===== config.mk =====
export PLATFORM = sky130hd
export DESIGN_NAME = program_loader
export DESIGN_NICKNAME = d
export VERILOG_FILES = /design/src/rtl/program_loader_pkg.sv /design/src/rtl/program_loader_word_assembler.sv /design/src/rtl/program_loader.sv
export SDC_FILE = /design/constraint.sdc
export NUM_CORES = 1
export LEC_CHECK = 0
export BUFFER_PORTS_ARGS = -buffer_cell sky130_fd_sc_hd__buf_4
export CORE_MARGIN = 10
export CORE_UTILIZATION = 49
export DETAILED_ROUTE_END_ITERATION = 6
export GPL_ROUTABILITY_DRIVEN = 0
export GPL_TIMING_DRIVEN = 0
export PLACE_DENSITY = 0.77
export SYNTH_ARGS = -nofsm -noshare
export SYNTH_HDL_FRONTEND = slang
export SYNTH_SLANG_ARGS = --single-unit

===== constraint.sdc =====
create_clock -name clk -period 1.6 [get_ports clk]
set_input_delay 0.24 -clock clk [delete_from_list [all_inputs] [get_ports clk]]
set_output_delay 0.24 -clock clk [all_outputs]
set_load 0.01 [all_outputs]

===== src/rtl/program_loader_pkg.sv =====
// Shared constants and state encoding for the UART program loader.
package program_loader_pkg;

    localparam logic [5:0] OP_EOP = 6'b111111;

    typedef enum logic [2:0] {
        IDLE,
        RECV,
        WRITE,
        DONE,
        ERR
    } loadState_t;

endpackage


===== src/rtl/program_loader_word_assembler.sv =====
// Byte-to-word shift register, MSB byte first, with a 2-bit byte index.
module word_assembler
    import program_loader_pkg::*;
(
    input  logic        clk,
    input  logic        rst_n,
    input  logic        clear,
    input  logic        shiftEn,
    input  logic [7:0]  data,
    output logic [31:0] nextWord,
    output logic        wordReady
);

    logic [23:0] shiftReg;
    logic [1:0]  byteIdx;

    // The 4th byte goes straight into the word; only 3 bytes are stored.
    assign nextWord  = {shiftReg, data};
    assign wordReady = shiftEn && (byteIdx == 2'd3);

    always_ff @(posedge clk) begin
        if (!rst_n) begin
            shiftReg <= '0;
            byteIdx  <= '0;
        end else if (clear) begin
            shiftReg <= '0;
            byteIdx  <= '0;
        end else if (shiftEn) begin
            shiftReg <= {shiftReg[15:0], data};
            byteIdx  <= byteIdx + 2'd1;
        end
    end

endmodule


===== src/rtl/program_loader.sv =====
// Loads a program from a UART byte stream into instruction memory,
// holding the CPU in reset until the End-of-Program word is written.
module program_loader
    import program_loader_pkg::*;
#(
    parameter int ADDR_W = 10
) (
    input  logic              clk,
    input  logic              rst_n,
    input  logic              start,
    input  logic              rx_valid,
    input  logic [7:0]        rx_data,
    output logic              imem_we,
    output logic [ADDR_W-1:0] imem_addr,
    output logic [31:0]       imem_wdata,
    output logic              busy,
    output logic              done,
    output logic              error,
    output logic              cpu_hold,
    output logic [ADDR_W:0]   word_count
);

    localparam logic [ADDR_W-1:0] LAST_ADDR = '1;
    localparam logic [ADDR_W-1:0] ADDR_ONE  = {{(ADDR_W-1){1'b0}}, 1'b1};
    localparam logic [ADDR_W:0]   COUNT_ONE = {{ADDR_W{1'b0}}, 1'b1};

    loadState_t  state;
    logic        restart;
    logic        isEop;
    logic        lastWord;
    logic        shiftEn;
    logic        wordReady;
    logic [31:0] nextWord;

    assign restart  = start && (state == IDLE || state == DONE || state == ERR);
    assign isEop    = (imem_wdata[31:26] == OP_EOP);
    assign lastWord = isEop || (imem_addr == LAST_ADDR);
    // A byte arriving during a non-terminal write starts the next word.
    assign shiftEn  = rx_valid
                   && ((state == RECV) || (state == WRITE && !lastWord));

    word_assembler u_asm (
        .clk      (clk),
        .rst_n    (rst_n),
        .clear    (restart),
        .shiftEn  (shiftEn),
        .data     (rx_data),
        .nextWord (nextWord),
        .wordReady(wordReady)
    );

    always_ff @(posedge clk) begin
        if (!rst_n) begin
            state      <= IDLE;
            imem_we    <= 1'b0;
            imem_addr  <= '0;
            imem_wdata <= '0;
            busy       <= 1'b0;
            done       <= 1'b0;
            error      <= 1'b0;
            cpu_hold   <= 1'b1;
            word_count <= '0;
        end else begin
            imem_we <= 1'b0;
            case (state)
                IDLE, DONE, ERR: begin
                    if (start) begin
                        state      <= RECV;
                        busy       <= 1'b1;
                        done       <= 1'b0;
                        error      <= 1'b0;
                        cpu_hold   <= 1'b1;
                        word_count <= '0;
                        imem_addr  <= '0;
                    end
                end
                RECV: begin
                    if (wordReady) begin
                        state      <= WRITE;
                        imem_we    <= 1'b1;
                        imem_wdata <= nextWord;
                    end
                end
                WRITE: begin
                    word_count <= word_count + COUNT_ONE;
                    if (isEop) begin
                        state    <= DONE;
                        done     <= 1'b1;
                        cpu_hold <= 1'b0;
                        busy     <= 1'b0;
                    end else if (imem_addr == LAST_ADDR) begin
                        state <= ERR;
                        error <= 1'b1;
                        busy  <= 1'b0;
                    end else begin
                        state     <= RECV;
                        imem_addr <= imem_addr + ADDR_ONE;
                    end
                end
                default: begin
                    state <= IDLE;
                    busy  <= 1'b0;
                end
            endcase
        end
    end

endmodule


-- Word level (Yosys, flattened, before mapping)
Index checks and enable logic that the tools add are counted.
- flip-flop bits (word level): 87
- bits of input ports: 12
- output and inout port bits: 58
- logic and storage cells: 75
- add/subtract/negate cells: 3
- eq/ne operators: 14
- muxes and demuxes: 24
- bitwise logic cells: 2
- reductions and logical operators: 21
- operators with widths (cell ; count):
    two-way mux 10 bit ; 3
    one-hot mux 11 bit (2 select lines) ; 1
    one-hot mux 10 bit (2 select lines) ; 1
    two-way mux 3 bit ; 4
    adder 11 x 1 -> 11 bit (second input constant) ; 1
    two-way mux 11 bit ; 1
    adder 10 x 1 -> 10 bit (second input constant) ; 1
    == test 10 bit (second input constant) ; 1
    two-way mux 1 bit ; 9
    one-hot mux 3 bit (3 select lines) ; 1
    != test 2 bit (second input constant) ; 4
    AND reduction 2 bit ; 4
    AND reduction 4 bit ; 2
    == test 3 x 2 -> 1 bit (second input constant) ; 2
    == test 6 bit (second input constant) ; 1
    one-hot mux 1 bit (2 select lines) ; 3
    AND reduction 3 bit ; 2
    logical AND 1 bit ; 4
    logical OR 1 bit ; 4
    != test 2 x 1 -> 1 bit (second input constant) ; 2
    == test 3 x 1 -> 1 bit (second input constant) ; 1
    == test 3 bit (second input constant) ; 1
    zero test 3 bit ; 1
    != test 3 x 2 -> 1 bit (second input constant) ; 1
    other kinds (8) ; 9

-- Logic depth before layout (Yosys ltp)
Gate-level depths: netlist of run 1.
- word-level depth: 9
- mapped depth: 8
- gate-level depth less buffers: 6

-- Hierarchy
From an unflattened synthesis of run 1, not the netlist that was laid out.
- cells, all modules: 425
- area, all modules: 3657.3 sq um
- by module, submodules not included (module ; times used ; cells an instance ; area an instance (sq um) ; seq. area each (sq um)):
    program_loader ; 1 ; 330 ; 2610.0 ; 1221.2
    word_assembler ; 1 ; 95 ; 1047.3 ; 520.5

-- Worst setup path before layout of run 1
OpenSTA, ideal clock, no wires.
- path kind: flip-flop to flip-flop
- start point: reg imem_addr[0]
- end point: reg u_asm.shiftReg[2]
- setup time: 0.128 ns
- arrival time: 1.560 ns
- data required time: 1.472 ns
- slack: -0.087 ns
- cell stages (with the launch flop): 9
- path buffers: 2
- clock period less this slack: 1.687 ns
- cell sequence: dfxtp_1 > ha_1 > nand3_1 > nor3_4 > o32ai_2 > buf_6 > buf_12 > mux2i_1 > nor2_1
- word-level cells in the longest chain between the ends: 6
- RTL lines (what ; RTL line ; RTL):
    from (decl) ; program_loader.sv:14 ; output logic [ADDR_W-1:0] imem_addr,
    from (signal assigned) ; program_loader.sv:97 ; imem_addr <= imem_addr + ADDR_ONE;
    == test 10 bit ; program_loader.sv:37 ; assign lastWord = isEop || (imem_addr == LAST_ADDR);
    logical OR 1 bit ; program_loader.sv:37 ;
    zero test 1 bit ; program_loader.sv:40 ; && ((state == RECV) || (state == WRITE && !lastWord));
    logical AND 1 bit ; program_loader.sv:40 ;
    logical OR 1 bit ; program_loader.sv:40 ;
    logical AND 1 bit ; program_loader.sv:40 ;
    to (signal assigned) ; program_loader_word_assembler.sv:29 ; shiftReg <= {shiftReg[15:0], data};
    to (decl) ; program_loader_word_assembler.sv:14 ; logic [23:0] shiftReg;
No other way between the ends.
A chain may end at the register's enable or synchronous reset.

-- Worst setup path after layout of run 1
- start point: reg imem_addr[1]
- end point: reg u_asm.shiftReg[11]
Same word-level chain as after synthesis.

==> run metrics, run 1 <==
1st-iter DRT viols=121; flops & latches, synth=87; Reg clk slew, reported paths=0.09 ns; worst clock skew=0.00870 ns; Synth Net Count=416; Max FO, Critical Path=6; total grt overflow=0; top cell type's share of synthesized area=48.3%; worst path arrival time=1.94 ns; core area=0.00721 mm^2; Final Max Slew Viols=0; worst skew pair latency=0.35 ns; FF-to-FF path depth=8; Mapped Area=0.00360 mm^2; Layout Cells excl Fill=597; CP delay by family, top=buffers and inverters; VDD IR-drop max=0.521 mV; Req. time, crit path=1.85 ns; Hold WS=0.129 ns; power density cells=857 mW/mm^2; H-Tree Level Count=3; critical path type=flip-flop to flip-flop; Synth area leader=dfxtp_1; placed cell count=569; drt drc=0; die area=0.0112 mm^2; routed vias/inst=5.26; leakage power total=1.85 nW; Root Buffer=clkbuf_8; Total Routing Usage GR=16.0%; Post-synth ARST share=0%; Die W=106 um; commonest non-fill, non-tap cell in the layout=buf_4; CTS tree=yes; Critical Path Source=imem_addr[1]$_SDFFE_PN0P_; Hold Buf Count CTS=0; dpl hpwl=6510 um; hold path endpoint=imem_wdata[1]$_SDFFE_PN0P_; first-pass GRT wire length=14800 um; Slew HR=68.4%; TritonCTS Buffers=9; Crit path largest cell delay=0.37 ns; hold violation total from the final report=0; clk buf depth=2; post-synthesis cell type count=46; Die Span Y=106 um; HP Class=primary input to flip-flop; routed len/inst=15.7 um; critical path, cell by cell=ha_4 > nand3_4 > nor3_4 > o32ai_2 > buf_6 > clkbuf_16 > mux2i_1 > nor2_1; hold path start=rx_data[1]; IO Count=70; reg2reg start=imem_addr[1]$_SDFFE_PN0P_; Buf/Inv on CP=2; starting density of the core=49.9%; Slew @ Worst Pin=0.472 ns; Final Worst Setup Slack=-0.0966 ns; Seq/Total Area, Yosys=48.3%; share of cells above drive strength 1=30.1%; # diodes=0; vias=3143; ANT nets after route=0; drt first pass iters=4; unrepaired setup endpoints after global routing=yes; Synth Flop Type=dfxtp_1; most frequent cells in the layout=buf_4 (82), nand2_1 (76), dfxtp_1 (75); # setup viols final=27; Port Buf Inserts=69; synthesized area per cell=8.99 um^2; Nets=508; DRT Wirelength=9370 um; EDFF count, synth=0; failing checks=negative setup slack; Sum Neg Setup Slack=-1.53 ns; vias in the first global route=3064; fmax=589 MHz; Worst R2R Setup Slack=-0.1 ns; fin crit share=106%; CTS sink cnt=87; run status=finished, violations left; end of the worst register-to-register path=u_asm.shiftReg[11]$_SDFFE_PP0P_; min Tclk post-route=1.70 ns; top area cells in the synthesized netlist=dfxtp_1 (48%), nand2_1 (8.1%), mux2i_1 (6.9%); Core Rows=31; largest net degree at the start of global routing=15; hold-critical path depth=3; Post-Syn Instances=401; Setup crit end kind=flip-flop; critical path's slowest cell=dfxtp_4; initial antenna violation count=0; yosys warns=0; Layout area overhead=32.6%; # Max-Cap Violations=0; Worst Setup Start Kind=flip-flop
## synthesized netlist by cell type, types with 2 or more instances
cell	instances
nor2b_1	4
xnor2_1	9
nor4_1	3
o21a_1	4
o21ai_0	10
and3b_1	2
o221a_2	2
clkbuf_1	9
nand3_1	10
dfxtp_1	87
a21oi_1	9
or2_2	2
nor3_1	4
a21boi_0	25
ha_1	3
inv_1	5
mux2i_1	25
buf_6	2
a21boi_1	10
buf_2	7
o211ai_1	2
nor2_1	48
and3_1	9
buf_12	2
nand4_1	6
and2_1	4
nand2_1	78
nor3b_1	2
## kinds of logic (layout without fill, tap and decap cells)
group	count (synthesis)	in the layout	share of synthesized area (%)
buffers and inverters	26	123	4.31
AO/OA/AOI/OAI	70	70	13.9
AND/OR/NAND/NOR	181	181	23.3
multiplexers	25	25	6.94
flip-flops	87	87	48.3
XOR/XNOR	9	9	2.19
adder cells (fa/ha/maj)	3	3	1.04
## stage by stage
stage / instance area (um^2) / setup WS [ns] / power, W / util (%)
floorplan: 3630 / 0.00362 / 0.00237 / -
global placement: 4270 / -0.316 / 0.00244 / 59.2
detailed placement: 4270 / -0.420 / 0.00245 / 59.2
CTS: 4600 / -0.139 / 0.00410 / 63.8
global route: 4780 / -0.177 / 0.00424 / 66.3
finish: 4780 / -0.0966 / 0.00410 / 66.3
## state kept, by name, summed over array words and instances (netlist names), 2 cells and up
signal and flops:
imem_wdata 32, u_asm.shiftReg 24, word_count 11, imem_addr 10
state 3, u_asm.byteIdx 2
## timing repair
action / CTS / global route
buffers inserted: 7 / 5
gates resized for setup: 13 / 40
cloned: 1 / 1
setup endpoints to repair: 73 / 78
pin swaps: 7 / 15
## worst max path at each step
stage / end / slack (ns) / cells after the start
finish: u_asm.shiftReg[11]$_SDFFE_PP0P_ / -0.1 / 8
global route: u_asm.shiftReg[5]$_SDFFE_PP0P_ / -0.18 / 8
CTS: u_asm.shiftReg[10]$_SDFFE_PP0P_ / -0.14 / 8
detailed placement: u_asm.shiftReg[7]$_SDFFE_PP0P_ / -0.42 / 6
global placement: u_asm.shiftReg[5]$_SDFFE_PP0P_ / -0.32 / 6
floorplan: u_asm.shiftReg[2]$_SDFFE_PP0P_ / 0.004 / 8
## where the power goes
part / internal (W) / switching (W) / leakage [nW]
Sequential: 0.00217 / 0.0000132 / 0.710
Clock: 0.000884 / 0.000781 / 0.107
Combinational: 0.000123 / 0.000130 / 1.03
## cell type report
type                            count  area [um^2]
Timing Repair Buffer               83          677
Buffer                             19          145
Tap cell                           99          124
Sequential cell                    87         1770
Fill cell                         575         2430
Inverter                            5         18.8
Clock inverter                      5         82.6
Multi-Input combinational cell    288         1830
Clock buffer                       11          131
## tightest hold or removal path, cell delays in order
cell and delay, ns:
buf_4 0.11, nand2_1 0.05, a21boi_1 0.05
## layer usage
| metal | share of wire [%] | vias to the layer above | track usage [%] |
|---|---|---|---|
| li1 | - | 1549 | - |
| met1 | 44 | 1500 | 18.6 |
| met2 | 48 | 75 | 26.0 |
| met3 | 6.6 | 19 | 5.36 |
| met4 | 1.9 | 0 | 7.64 |
| met5 | 0 | - | 0 |
Note: power is estimated with default switching activity, not from simulation.
==> run 2, diff against run 1 <==
--- a/config.mk
+++ b/config.mk
@@ -14,4 +14,5 @@
 export PLACE_DENSITY = 0.77
 export SYNTH_ARGS = -nofsm -noshare
 export SYNTH_HDL_FRONTEND = slang
+export SYNTH_HIERARCHICAL = 1
 export SYNTH_SLANG_ARGS = --single-unit
==> run metrics, run 2 <==
largest net degree at the start of global routing=16; failing checks=negative setup slack; # setup viols final=74; register area=0.00176 mm^2; drt first pass iters=4; routed len/inst=16.0 um; Hold Buf Count CTS=0; count leader, synth=dfxtp_1; Worst R2R Setup Slack=-0.82 ns; P_sw=0.000949 W; worst skew pair latency=0.36 ns; flops & latches, synth=87; core area=0.00725 mm^2; critical path, cell by cell=ha_4 > nand4_1 > nor3_4 > o31ai_2 > and3_2 > buf_12 > and2_4 > inv_4 > or3_4 > buf_8 > clkbuf_16 > nand2_1 > a21oi_1; pre-CTS setup slack=-1.03 ns; Largest Register=imem_wdata; Req. time, crit path=1.82 ns; min Tclk post-route=2.42 ns; Multi-input gate area=0.00190 mm^2; Root Buffer=clkbuf_8; commonest non-fill, non-tap cell in the layout=buf_4; EDFF count, synth=0; Slew HR=56.7%; part of the power in the clock network=37.6%; starting density of the core=50.4%; critical path type=flip-flop to flip-flop; # fillers=546; top area cells in the synthesized netlist=dfxtp_1 (48%), nand2_1 (8.1%), mux2i_1 (7.1%); Final Worst Setup Slack=-0.817 ns; leakage power total=1.94 nW; clk buf depth=2; Synth Flop Type=dfxtp_1; Layout Cells excl Fill=629; Nets=540; Layout area overhead=37.1%; dpl hpwl=6880 um; TritonCTS Buffers=9; Reg clk slew, reported paths=0.10 ns; synthesized area per cell=8.61 um^2; Slew @ Worst Pin=0.649 ns; die area=0.0113 mm^2; Port Buf Inserts=69; Max FO, Critical Path=10; Mapped Area=0.00366 mm^2; Worst Setup Start Kind=flip-flop; share of cells above drive strength 1=35.7%; Synth area leader=dfxtp_1; # Max-Cap Violations=0; Total Routing Usage GR=17.3%; worst path arrival time=2.63 ns; ANT nets after route=0; 1st-iter DRT viols=136; run status=finished, violations left; Sum Neg Setup Slack=-35.90 ns; CP delay by family, top=simple AND/OR/NAND/NOR gates; Seq/Total Area, Yosys=47.6%; DP Area=0.00437 mm^2; critical path's slowest cell=dfxtp_4; fin area=0.00501 mm^2; DRT Wirelength=10100 um; most frequent cells in the layout=buf_4 (91), dfxtp_1 (79), nand2_1 (67); # diodes=0; CTS sink cnt=87; HP Class=primary input to flip-flop; internal power=0.00295 W; sequential share of power=55.9%; placed cell count=593; yosys warns=6; IO Count=70; Synth Net Count=440; post-synthesis cell type count=46; Final Max Slew Viols=0; VDD IR-drop max=0.508 mV; part of the power in combinational logic=6.5%; CTS tree=yes; Buf/Inv on CP=4; fin crit share=151%; fmax=414 MHz; Crit path largest cell delay=0.36 ns; Largest register FFs=32; routed vias/inst=5.33; vias in the first global route=3382; Top Registers=imem_wdata x32, u_asm/shiftReg x24, word_count x11; Post-synth ARST share=0%; H-Tree Level Count=3; unrepaired setup endpoints after global routing=yes; Sw Share=24.4%; drt drc=0; top cell type's share of synthesized area=47.6%; Final Power=0.00390 W; vias=3351; first-pass GRT wire length=16300 um; Post-Syn Instances=425; worst clock skew=0.0124 ns; initial antenna violation count=0; Die W=106 um; hold violation total from the final report=0; Die Span Y=106 um; Setup crit end kind=flip-flop; Core Rows=31; total grt overflow=0; power density cells=777 mW/mm^2; most frequent cells after synthesis=dfxtp_1 (87), nand2_1 (79), nor2_1 (46)
==> run 2: cell types whose count changed after synthesis, moves of 4 or more <==
| cell | change |
|---|---|
| a31oi_1 | +8 |
| a21boi_0 | -15 |
| a21boi_1 | -10 |
| a21oi_1 | +32 |
| nor3_1 | +4 |
| nand2b_1 | +5 |
| xnor2_1 | -8 |
| buf_4 | +9 |
| o21ai_0 | +6 |
==> run 2: logic make-up after synthesis <==
group	synth area share [%]
AND/OR/NAND/NOR	22.2
AO/OA/AOI/OAI	14.3
flip-flops	47.6
buffers and inverters	6.57
multiplexers	8.04
adder cells (fa/ha/maj)	1.03
XOR/XNOR	0.240
==> run 2: worst register-to-register path, stage by stage, from the launching register on <==
cell and delay (ns):
dfxtp_4 0.36, ha_4 0.16, nand4_1 0.16, nor3_4 0.06, o31ai_2 0.21, and3_2 0.28
buf_12 0.11, and2_4 0.14, inv_4 0.03, or3_4 0.33, buf_8 0.15, clkbuf_16 0.16
nand2_1 0.07, a21oi_1 0.07
==> run 2: cell type report <==
class                      count  area share [%]
buffer                        31            6.06
clock buffer                  11            3.02
clock inverter                 5           0.798
inverter                       6           0.499
multi-input combinational    300            37.9
sequential                    87            35.1
tap                           99            2.47
timing repair buffer          90            14.1
==> run 2: power by group through the flow <==
stage	Clock [W]	Combinational, W	Sequential (W)
final	0.00147	0.000251	0.00218
after global routing	0.00157	0.000270	0.00218
after CTS	0.00149	0.000247	0.00218
after detailed placement	0	0.000221	0.00223
after global placement	0	0.000218	0.00223
after floorplan	0	0.000150	0.00223
==> run 2: per-layer routing <==
layer / vias up / GRT usage [%] / routed length (um) / part of all wire, %
met5: - / 0 / 0 / 0
li1: 1644 / - / - / -
met1: 1587 / 19.9 / 4320 / 43
met3: 15 / 5.25 / 673 / 6.7
met2: 105 / 29.5 / 4920 / 49
met4: 0 / 6.48 / 149 / 1.5
==> run 2: final timing paths <==
kind / end / cells past startpoint / from
min reg2reg: imem_wdata[22]$_SDFFE_PN0P_ / 2 / imem_wdata[22]$_SDFFE_PN0P_
max reg2reg: imem_wdata[2]$_SDFFE_PN0P_ / 13 / imem_addr[1]$_SDFFE_PN0P_
max: imem_wdata[2]$_SDFFE_PN0P_ / 13 / imem_addr[1]$_SDFFE_PN0P_
min: u_asm/shiftReg[3]$_SDFFE_PP0P_ / 3 / rx_data[3]
==> run 2: timing repair <==
| item | 4_1_cts | 5_1_grt |
|---|---|---|
| resized for setup | 52 | 42 |
| endpoints found under the setup margin | 78 | 84 |
| setup buffers | 16 | 4 |
| pin swaps | 16 | 20 |
| cloned | 1 | 0 |
==> run 2: stage by stage <==
stage	hold slack (ns)	utilization, %
2_1_floorplan	0.378	-
3_3_place_gp	0.439	60.3
3_5_place_dp	0.445	60.3
4_1_cts	0.119	67.3
5_1_grt	0.136	69.1
6_report	0.124	69.1
==> run 3, diff against run 2 <==
==> constraint.sdc (replaced) <==
create_clock -name clk -period 1.6 [get_ports clk]
set_input_delay 0.24 -clock clk [delete_from_list [all_inputs] [get_ports clk]]
set_output_delay 0.24 -clock clk [all_outputs]
set_load 0.02 [all_outputs]
==> run metrics, run 3 (same netlist as run 2, synthesis figures left out) <==
critical path type=flip-flop to flip-flop; ANT nets after route=0; leakage power total=2.06 nW; Slew @ Worst Pin=0.792 ns; critical path, cell by cell=ha_4 > nand4_1 > nor3_4 > o31ai_1 > and3_1 > buf_6 > buf_12 > and2_4 > inv_4 > buf_4 > nor2_4 > buf_4 > buf_6 > nand2_1 > a21oi_2; run status=finished, violations left; first-pass GRT wire length=16300 um; Core Util, Final=72.0%; clk buf depth=2; Largest register FFs=32; # diodes=0; starting density of the core=50.4%; Largest Register=imem_wdata; drt drc=0; initial antenna violation count=0; Hold Buf Count CTS=0; Sum Neg Setup Slack=-36.76 ns; Final Worst Setup Slack=-0.764 ns; drt first pass iters=4; # setup viols final=76; vias in the first global route=3370; hold path start=rx_data[2]; Nets=551; Worst Setup Start Kind=flip-flop; H-Tree Level Count=3; hold path endpoint=u_asm/shiftReg[2]$_SDFFE_PP0P_; # Max-Cap Violations=0; 1st-iter DRT viols=127; unrepaired setup endpoints after global routing=yes; dpl hpwl=6710 um; min Tclk post-route=2.36 ns; power density cells=793 mW/mm^2; failing checks=negative setup slack; Root Buffer=clkbuf_8; routed len/inst=16.6 um; Core Rows=31; hold violation total from the final report=0; Reg clk slew, reported paths=0.10 ns; Top Registers=imem_wdata x32, u_asm/shiftReg x24, word_count x11; register area=0.00176 mm^2; Die W=106 um; # fillers=531; Worst R2R Setup Slack=-0.76 ns; largest net degree at the start of global routing=17; VDD IR-drop max=0.522 mV; routed vias/inst=5.34; Slew HR=47.2%; worst path arrival time=2.58 ns; vias=3420; IO Count=70; Max FO, Critical Path=5; hold-critical path depth=3; end of the worst register-to-register path=imem_wdata[18]$_SDFFE_PN0P_; CTS sink cnt=87; DRT Wirelength=10600 um; reg2reg start=imem_addr[1]$_SDFFE_PN0P_; fmax=423 MHz; commonest non-fill, non-tap cell in the layout=buf_4; Total Routing Usage GR=17.4%; worst skew pair latency=0.36 ns; Setup crit end kind=flip-flop; Layout area overhead=42.8%; Crit path largest cell delay=0.37 ns; Die Span Y=106 um; CTS tree=yes; Req. time, crit path=1.82 ns; TritonCTS Buffers=9; total grt overflow=0; fin crit share=148%; HP Class=primary input to flip-flop; FF-to-FF path depth=15; Final Max Slew Viols=0; critical path's slowest cell=dfxtp_4; most frequent cells in the layout=buf_4 (98), dfxtp_1 (73), nand2_1 (68); core area=0.00725 mm^2; worst clock skew=0.0107 ns; Multi-input gate area=0.00196 mm^2; share of cells above drive strength 1=39.4%; die area=0.0113 mm^2; Port Buf Inserts=69
run 3: critical path, delay by kind of cell, from the launching register on:
| family | cells | cell delay, ns |
|---|---|---|
| compound gates | 2 | 0.16 |
| buf+inv | 6 | 0.66 |
| fa+ha+maj | 1 | 0.12 |
| flops | 1 | 0.37 |
| simple gates | 6 | 0.89 |
run 3: report_power, final:
group          total (W)  switching [W]  internal, W
sequential       0.00218      0.0000102      0.00217
combinational   0.000277       0.000141     0.000135
clock            0.00169       0.000853     0.000833
total            0.00414        0.00100      0.00314
run 3: routing by layer:
layer / track usage [%] / wire length, um
met3: 5.19 / 793
met4: 7.74 / 295
met5: 0 / 0
met2: 29.5 / 5390
met1: 19.9 / 4160
run 3: how the worst max path moves through the flow:
| stage | end | cells after the start | startpoint | slack (ns) |
|---|---|---|---|---|
| 3_5_place_dp | imem_wdata[24]$_SDFFE_PN0P_ | 14 | imem_addr[0]$_SDFFE_PN0P_ | -0.99 |
| 5_1_grt | imem_wdata[18]$_SDFFE_PN0P_ | 15 | imem_addr[0]$_SDFFE_PN0P_ | -0.86 |
| 6_report | imem_wdata[18]$_SDFFE_PN0P_ | 15 | imem_addr[1]$_SDFFE_PN0P_ | -0.76 |
| 4_1_cts | imem_wdata[24]$_SDFFE_PN0P_ | 13 | imem_addr[1]$_SDFFE_PN0P_ | -0.74 |
| 2_1_floorplan | imem_wdata[29]$_SDFFE_PN0P_ | 14 | imem_addr[1]$_SDFFE_PN0P_ | -0.74 |
| 3_3_place_gp | imem_wdata[3]$_SDFFE_PN0P_ | 14 | imem_addr[1]$_SDFFE_PN0P_ | -0.94 |
run 3: through the flow:
stage / instances / hold WS (ns) / cell area (um^2) / power [W] / worst slack (ns)
after floorplan: 425 / 0.371 / 3740 / 0.00238 / -0.737
after global placement: 593 / 0.439 / 4380 / 0.00245 / -0.936
after detailed placement: 593 / 0.445 / 4380 / 0.00245 / -0.991
after CTS: 631 / 0.117 / 4990 / 0.00414 / -0.737
after global routing: 640 / 0.131 / 5220 / 0.00426 / -0.856
final: 640 / 0.124 / 5220 / 0.00414 / -0.764
run 3: final cells by class:
cell class / count / area share (%)
clock inverter: 6 / 1.39
buffer: 30 / 5.39
tap: 99 / 2.37
sequential: 87 / 33.8
clock buffer: 10 / 2.85
inverter: 6 / 0.479
timing repair buffer: 102 / 16.1
multi-input combinational: 300 / 37.6
run 3: what timing repair did:
item,CTS,global route
setup endpoints to repair,78,83
gates cloned,3,0
resized for setup,50,51
buffers inserted,20,12
pin swaps,12,20
